$ cat src/rtl/multicycle_sequencer.sv
// -----------------------------------------------------------------------------
// multicycle_sequencer
//
// Multicycle control FSM for the PhilosophyV core. One instruction is stepped
// through FETCH -> DECODE -> EXECUTE -> (MEM) -> (WB). The FSM drives the
// IF-register enables, the ALU operand selects, the register-file write
// controls and the req/ready handshakes with instruction and data memory.
// A bounded wait on either memory turns into a fault, and any opcode outside
// the supported set halts the core. HALT is left only through rst.
//
// Optional feature (macro PHILV_SEQ_PERF_CNT_EN):
//   Adds cycle_count (non-HALT cycles) and retired_count (instructions
//   completed). Both wrap and freeze in HALT. With the macro undefined the
//   ports and counters do not exist.
//
// Parameters:
//   OPCODE_WIDTH   - width of the opcode field (7)
//   TIMEOUT_CYCLES - max cycles waiting on a ready before a fault (1..255)
//   CNT_WIDTH      - width of the optional performance counters
//
// Ports:
//   clk, rst                  - rising-edge clock, async active-high reset
//   opcode                    - opcode field from the IF register
//   imem_req / imem_ready     - instruction fetch handshake
//   dmem_req / dmem_we /
//   dmem_ready                - data access handshake (we: 1 store, 0 load)
//   pc_write / ir_write       - IF register enables (pulse on fetch accept)
//   alu_override              - force ADD in the ALU decoder
//   alu_src_a                 - 0 PC, 1 rs1
//   alu_src_b                 - 00 rs2, 01 const 4, 10 immediate
//   reg_write / mem_to_reg    - register file write enable / writeback select
//   halted                    - sticky stop indication
//   fault                     - 00 none, 01 illegal, 10 imem tmo, 11 dmem tmo
//   state                     - current state encoding for debug
//   cycle_count/retired_count - performance counters (optional)
// -----------------------------------------------------------------------------
module multicycle_sequencer #(
  parameter int OPCODE_WIDTH   = 7,
  parameter int TIMEOUT_CYCLES = 16,
  parameter int CNT_WIDTH      = 32
) (
  input  logic                    clk,
  input  logic                    rst,
  input  logic [OPCODE_WIDTH-1:0] opcode,
  output logic                    imem_req,
  input  logic                    imem_ready,
  output logic                    dmem_req,
  output logic                    dmem_we,
  input  logic                    dmem_ready,
  output logic                    pc_write,
  output logic                    ir_write,
  output logic                    alu_override,
  output logic                    alu_src_a,
  output logic [1:0]              alu_src_b,
  output logic                    reg_write,
  output logic                    mem_to_reg,
  output logic                    halted,
  output logic [1:0]              fault,
  output logic [2:0]              state
`ifdef PHILV_SEQ_PERF_CNT_EN
  ,
  output logic [CNT_WIDTH-1:0]    cycle_count,
  output logic [CNT_WIDTH-1:0]    retired_count
`endif
);

  // State encodings are visible on the debug port, so they are fixed.
  typedef enum logic [2:0] {
    S_FETCH   = 3'd0,
    S_DECODE  = 3'd1,
    S_EXECUTE = 3'd2,
    S_MEM     = 3'd3,
    S_WB      = 3'd4,
    S_HALT    = 3'd7
  } state_t;

  // Instruction class captured in DECODE; later states only look at this.
  typedef enum logic [1:0] {
    OP_R     = 2'd0,
    OP_I     = 2'd1,
    OP_LOAD  = 2'd2,
    OP_STORE = 2'd3
  } op_class_t;

  localparam logic [OPCODE_WIDTH-1:0] OPC_R     = OPCODE_WIDTH'(7'b0110011);
  localparam logic [OPCODE_WIDTH-1:0] OPC_I     = OPCODE_WIDTH'(7'b0010011);
  localparam logic [OPCODE_WIDTH-1:0] OPC_LOAD  = OPCODE_WIDTH'(7'b0000011);
  localparam logic [OPCODE_WIDTH-1:0] OPC_STORE = OPCODE_WIDTH'(7'b0100011);

  localparam logic [1:0] FAULT_NONE    = 2'b00;
  localparam logic [1:0] FAULT_ILLEGAL = 2'b01;
  localparam logic [1:0] FAULT_IMEM    = 2'b10;
  localparam logic [1:0] FAULT_DMEM    = 2'b11;

  localparam logic [1:0] SRC_B_RS2  = 2'b00;
  localparam logic [1:0] SRC_B_FOUR = 2'b01;
  localparam logic [1:0] SRC_B_IMM  = 2'b10;

  // Last wait cycle index before a missing ready becomes a fault.
  localparam logic [7:0] TIMEOUT_LAST = 8'(TIMEOUT_CYCLES - 1);

  state_t     r_state;
  op_class_t  r_op_class;
  logic [7:0] r_wait_cnt;
  logic [1:0] r_fault;
  logic       r_halted;

  logic       w_op_legal;
  op_class_t  w_op_class;
  logic       w_wait_expired;
  logic [7:0] w_wait_cnt_inc;

  // ---------------------------------------------------------------------------
  // Opcode classification (used only in DECODE)
  // ---------------------------------------------------------------------------
  // NOTE: every signal written here gets a default first, so no path through
  // the block can leave it unassigned and infer a latch.
  always_comb begin
    w_op_legal = 1'b1;
    w_op_class = OP_R;
    case (opcode)
      OPC_R:     w_op_class = OP_R;
      OPC_I:     w_op_class = OP_I;
      OPC_LOAD:  w_op_class = OP_LOAD;
      OPC_STORE: w_op_class = OP_STORE;
      default:   w_op_legal = 1'b0;
    endcase
  end

  // The wait counter only ever reaches TIMEOUT_LAST before the FSM leaves,
  // but it saturates anyway so it can never wrap back to a small value.
  assign w_wait_cnt_inc = (r_wait_cnt == 8'hFF) ? r_wait_cnt : r_wait_cnt + 8'd1;
  assign w_wait_expired = (r_wait_cnt >= TIMEOUT_LAST);

  // ---------------------------------------------------------------------------
  // State register, captured instruction class, wait counter, fault and halt
  // ---------------------------------------------------------------------------
  // NOTE: state uses non-blocking assignments so every register samples the
  // pre-edge values; the reset branch is asynchronous and wins immediately.
  always_ff @(posedge clk or posedge rst) begin
    if (rst) begin
      r_state    <= S_FETCH;
      r_op_class <= OP_R;
      r_wait_cnt <= 8'd0;
      r_fault    <= FAULT_NONE;
      r_halted   <= 1'b0;
    end else begin
      case (r_state)
        S_FETCH: begin
          if (imem_ready) begin
            r_state    <= S_DECODE;
            r_wait_cnt <= 8'd0;
          end else if (w_wait_expired) begin
            r_state    <= S_HALT;
            r_fault    <= FAULT_IMEM;
            r_halted   <= 1'b1;
            r_wait_cnt <= 8'd0;
          end else begin
            r_wait_cnt <= w_wait_cnt_inc;
          end
        end

        S_DECODE: begin
          r_wait_cnt <= 8'd0;
          if (w_op_legal) begin
            r_op_class <= w_op_class;
            r_state    <= S_EXECUTE;
          end else begin
            r_state  <= S_HALT;
            r_fault  <= FAULT_ILLEGAL;
            r_halted <= 1'b1;
          end
        end

        S_EXECUTE: begin
          r_wait_cnt <= 8'd0;
          if (r_op_class == OP_LOAD || r_op_class == OP_STORE) begin
            r_state <= S_MEM;
          end else begin
            r_state <= S_WB;
          end
        end

        S_MEM: begin
          if (dmem_ready) begin
            r_wait_cnt <= 8'd0;
            r_state    <= (r_op_class == OP_LOAD) ? S_WB : S_FETCH;
          end else if (w_wait_expired) begin
            r_state    <= S_HALT;
            r_fault    <= FAULT_DMEM;
            r_halted   <= 1'b1;
            r_wait_cnt <= 8'd0;
          end else begin
            r_wait_cnt <= w_wait_cnt_inc;
          end
        end

        S_WB: begin
          r_wait_cnt <= 8'd0;
          r_state    <= S_FETCH;
        end

        S_HALT: begin
          r_state <= S_HALT;
        end

        // Unused encodings restart the instruction stream.
        default: begin
          r_wait_cnt <= 8'd0;
          r_state    <= S_FETCH;
        end
      endcase
    end
  end

  // ---------------------------------------------------------------------------
  // Output decode from the registered state and instruction class
  // ---------------------------------------------------------------------------
  // NOTE: the reset state is FETCH, whose decode would raise imem_req; gating
  // with rst keeps every control output low for as long as reset is held.
  always_comb begin
    imem_req     = 1'b0;
    dmem_req     = 1'b0;
    dmem_we      = 1'b0;
    pc_write     = 1'b0;
    ir_write     = 1'b0;
    alu_override = 1'b0;
    alu_src_a    = 1'b0;
    alu_src_b    = SRC_B_RS2;
    reg_write    = 1'b0;
    mem_to_reg   = 1'b0;
    if (!rst) begin
      case (r_state)
        S_FETCH: begin
          // PC + 4 is computed while the fetch is outstanding; the IF
          // register loads in the same cycle the memory returns data.
          imem_req     = 1'b1;
          alu_src_a    = 1'b0;
          alu_src_b    = SRC_B_FOUR;
          alu_override = 1'b1;
          pc_write     = imem_ready;
          ir_write     = imem_ready;
        end

        S_EXECUTE: begin
          alu_src_a = 1'b1;
          case (r_op_class)
            OP_R: begin
              alu_src_b    = SRC_B_RS2;
              alu_override = 1'b0;
            end
            OP_I: begin
              alu_src_b    = SRC_B_IMM;
              alu_override = 1'b0;
            end
            // Loads and stores use the ALU for rs1 + offset.
            OP_LOAD, OP_STORE: begin
              alu_src_b    = SRC_B_IMM;
              alu_override = 1'b1;
            end
            default: begin
              alu_src_b    = SRC_B_RS2;
              alu_override = 1'b0;
            end
          endcase
        end

        S_MEM: begin
          dmem_req = 1'b1;
          dmem_we  = (r_op_class == OP_STORE);
        end

        S_WB: begin
          reg_write  = 1'b1;
          mem_to_reg = (r_op_class == OP_LOAD);
        end

        default: begin
          // DECODE and HALT drive no controls.
        end
      endcase
    end
  end

  assign halted = r_halted;
  assign fault  = r_fault;
  assign state  = r_state;

  // ---------------------------------------------------------------------------
  // Optional performance counters
  // ---------------------------------------------------------------------------
`ifdef PHILV_SEQ_PERF_CNT_EN
  logic w_retire;

  // An instruction retires in WB, or when a store's data access completes
  // (stores skip WB and return straight to FETCH).
  assign w_retire = (r_state == S_WB) ||
                    (r_state == S_MEM && r_op_class == OP_STORE && dmem_ready);

  always_ff @(posedge clk or posedge rst) begin
    if (rst) begin
      cycle_count   <= '0;
      retired_count <= '0;
    end else if (r_state != S_HALT) begin
      cycle_count <= cycle_count + CNT_WIDTH'(1);
      if (w_retire) begin
        retired_count <= retired_count + CNT_WIDTH'(1);
      end
    end
  end
`else
  // Keeps the counter width parameter referenced when the counters are absent.
  logic [CNT_WIDTH-1:0] w_unused_cnt_width;
  assign w_unused_cnt_width = '0;
`endif

endmodule

$ cat config.mk
export PLATFORM = sky130hd
export DESIGN_NAME = multicycle_sequencer
export DESIGN_NICKNAME = d
export VERILOG_FILES = /design/src/rtl/multicycle_sequencer.sv
export SDC_FILE = /design/constraint.sdc
export NUM_CORES = 1
export LEC_CHECK = 0
export ABC_AREA = 1
export CORE_MARGIN = 3
export CORE_UTILIZATION = 50
export CTS_BUF_LIST = sky130_fd_sc_hd__clkbuf_8
export CTS_CLUSTER_DIAMETER = 50
export DETAILED_ROUTE_END_ITERATION = 12
export PLACE_DENSITY = 0.86
export SLEW_MARGIN = 20
export SYNTH_ARGS = -nofsm -noshare
export SYNTH_HDL_FRONTEND = slang
export SYNTH_SLANG_ARGS = --single-unit
$ cat constraint.sdc
create_clock -name clk -period 2.54 [get_ports clk]
set_input_delay 0.254 -clock clk [delete_from_list [all_inputs] [get_ports clk]]
set_output_delay 0.254 -clock clk [all_outputs]
set_load 0.05 [all_outputs]
==> results.toml <==
[status]
status = "completed"

[drt]
wirelength_mm = 2.397
num_vias = 976
ant_nets = 0
drc = 0
viasPerCell = 5.057
firstDrtPassIters = 4
routedWlPerCell_um = 12.42
drt_iter0_drc = 22

[pwr]
seq_power_share_pct = 50.4
p_int_mw = 0.4080
p_leak_nw = 0.6559
power_frac_comb_pct = 5.7
p_sw_mw = 0.09847
power_mw = 0.5065
power_density_nw_per_um2 = 382.2
vdd.ir_drop.worst_v = 0.0004680
p_sw_share_pct = 19.44
p_clk_share_pct = 43.9

[setup_path]
slowest_stage = "clkdlybuf4s50_1"
required_ns = 2.29
crit_chain = "inv_2, nand4_1, nor2_1, clkdlybuf4s50_1"
reg2reg_from = "r_wait_cnt[0]"
startpoint = "state[0]"
crit_end = "pc_write"
crit_arrival_ns = 2.10
ff2ff_path_depth = 7
slowest_delay_ns = 0.83
cp_max_fo = 8
critical_path_class = "reg2out"
reg2reg_to = "halted"
end_kind = "output pin"
setup.worst_path.start_class = "flip-flop"
r2r_slack_ns = 1.05

[synth]
yosysMostFrequentCell = "nand2_1"
ys.flop_type = "dfrtp_1"
synth-edff-count = 0
syn-cell-area_um2 = 979.7
synth_warnings = 0
yosysTopAreaCellShare_pct = 40.87
synth.avg_cell_area_um2 = 6.998
yosys-top-cells-count = "36 x nand2_1, 25 x nor2_1, 22 x inv_1"
synth_top_area_cell = "dfrtp_1"
yosysSeqAreaShare_pct = 40.87
yosysUniqueCellTypes = 24
syn_inst = 140
synthTopCellsByArea = "dfrtp_1 41%, nand2_1 14%, nor2_1 9.6%"
syn-num-nets = 152
ys_async_sr_fraction_pct = 100.0
synth_seq_cells = 16

[cts]
numClockSinks = 16
clk_path_buf_depth = 2
clock_latency_ns = 0.25
path_clk_slew_ns = 0.06
clockRootBuffer = "clkbuf_8"
h-tree-depth = 1
cts_tree = "built"
numCtsBuffers = 3

[timing]
finalSetupTns_ns = 0
maxSlewViolCount = 0
min_period_ns = 2.357
fmax_ghz = 0.4242
fin_worst_skew_ns = 0.002002
finalHoldViolCount = 0
maxSlewHeadroom_pct = 59.61
grt_setup_unrepaired = "false"
setup_viol_count_final = 0
fin_crit_sh_pct = 92.80
tightest_slew_ns = 0.6052
fin_ws_ns = 0.1828

[place]
dpl-instance-area_um2 = 1267
port_buffers = 27
gp_congestion = 0.8613
post-place-ws_ns = 0.3136
place_hpwl_mm = 1.812

[global_route]
grt_pass1_wl_mm = 4.243
grt_usage_pct = 21.82
grt_max_degree = 17
antenna_found_initial = 0
grt_pass1_vias = 1012
use_met2_pct = 39.57
use_met1_pct = 24.57
grt-busiest-layer = "met2"
gr-usage-met3_pct = 6.825
grt_overflow_total = 0

[layout]
area_delta_synth_final_pct = 35.25
drive_gt1_share_pct = 12.50
fin_util_pct = 74.32
diodes = 0
fin_nets = 181
postLayoutCellArea_um2 = 1325

[floorplanning]
num_rows = 15
die_area_um2 = 2527
pin_count = 28
fp.dieW_um = 50.27
coreArea_um2 = 1783
fp.dieH_um = 50.27
initial_utilization_pct = 54.95

[run]
cap_violations = 0

[min_path]
hold_path_class = "reg2reg"
## layout by cell type, fill, tap and decap left out, drive strengths merged, types with 2 or more instances in the layout
cell type	Yosys	final
nor4	3	3
nand4	4	4
inv	25	25
nand2	38	38
nand3	9	9
clkdlybuf4s50	0	22
nor3	3	3
nor2	26	26
a21oi	2	2
o21ai	7	7
buf	2	4
clkbuf	1	4
dfrtp	16	16
## per-stage QoR
step           hold WS (ns)  std cells
2_1_floorplan        0.3621        140
3_3_place_gp         0.4524        189
3_5_place_dp         0.4663        189
4_1_cts              0.4941        193
5_1_grt              0.5191        193
6_report             0.4903        193
## worst min-delay path by stage
stage          slack, ns       from  depth (start not counted)            end
2_1_floorplan       0.36  opcode[4]                          1  r_op_class[1]
3_3_place_gp        0.45     halted                          2         halted
3_5_place_dp        0.47   fault[0]                          2       fault[0]
4_1_cts             0.49     halted                          2         halted
5_1_grt             0.52     halted                          2         halted
6_report            0.49   fault[0]                          2       fault[0]
## registers in the layout, summed over array words and instances, names as in the netlist
signal	cells
r_op_class	2
halted	1
r_wait_cnt	8
state	3
fault	2
## cell type report
| class | instances | area (um^2) |
|---|---|---|
| multi-input combinational | 96 | 479.2 |
| clock buffer | 4 | 55.05 |
| tap | 25 | 31.28 |
| timing repair buffer | 27 | 262.8 |
| fill | 125 | 457.9 |
| inverter | 25 | 96.34 |
| sequential | 16 | 400.4 |
## per-layer routing
metal	share of wire (%)	up-vias	wire length (um)
met5	0	-	0
met4	1.5	0	36
met3	6.5	6	157
met2	50	31	1191
met1	42	447	1012
li1	-	492	-
## power by group through the flow
| stage | clock (mW) | sequential (mW) | combinational (mW) |
|---|---|---|---|
| final | 0.222 | 0.255 | 0.0289 |
| after global routing | 0.241 | 0.255 | 0.0322 |
| after CTS | 0.227 | 0.255 | 0.0294 |
| after detailed placement | 0 | 0.260 | 0.0293 |
| after global placement | 0 | 0.260 | 0.0284 |
| after floorplan | 0 | 0.260 | 0.0105 |
## critical path: cells and delay by family (launching register included)
kind | cells | cell delay (ns)
buffers and inverters | 2 | 0.99
and+or+nand+nor | 2 | 0.36
DFF | 1 | 0.50
## repair_timing
item                                    in CTS  in global routing
endpoints found under the setup margin       0                  1
resized for setup                            0                  1
hold buffers                                 0                  0
buffers inserted                             0                  0
## cell families after synthesis
| kind of cell | count (synthesis) | share of synthesized area, % |
|---|---|---|
| compound gates | 11 | 6.642 |
| xor+xnor | 1 | 0.8942 |
| fa+ha+maj | 1 | 1.277 |
| buf+inv | 28 | 12.13 |
| flops | 16 | 40.87 |
| simple gates | 83 | 38.19 |
No activity file was read; power rests on OpenSTA's default activity.
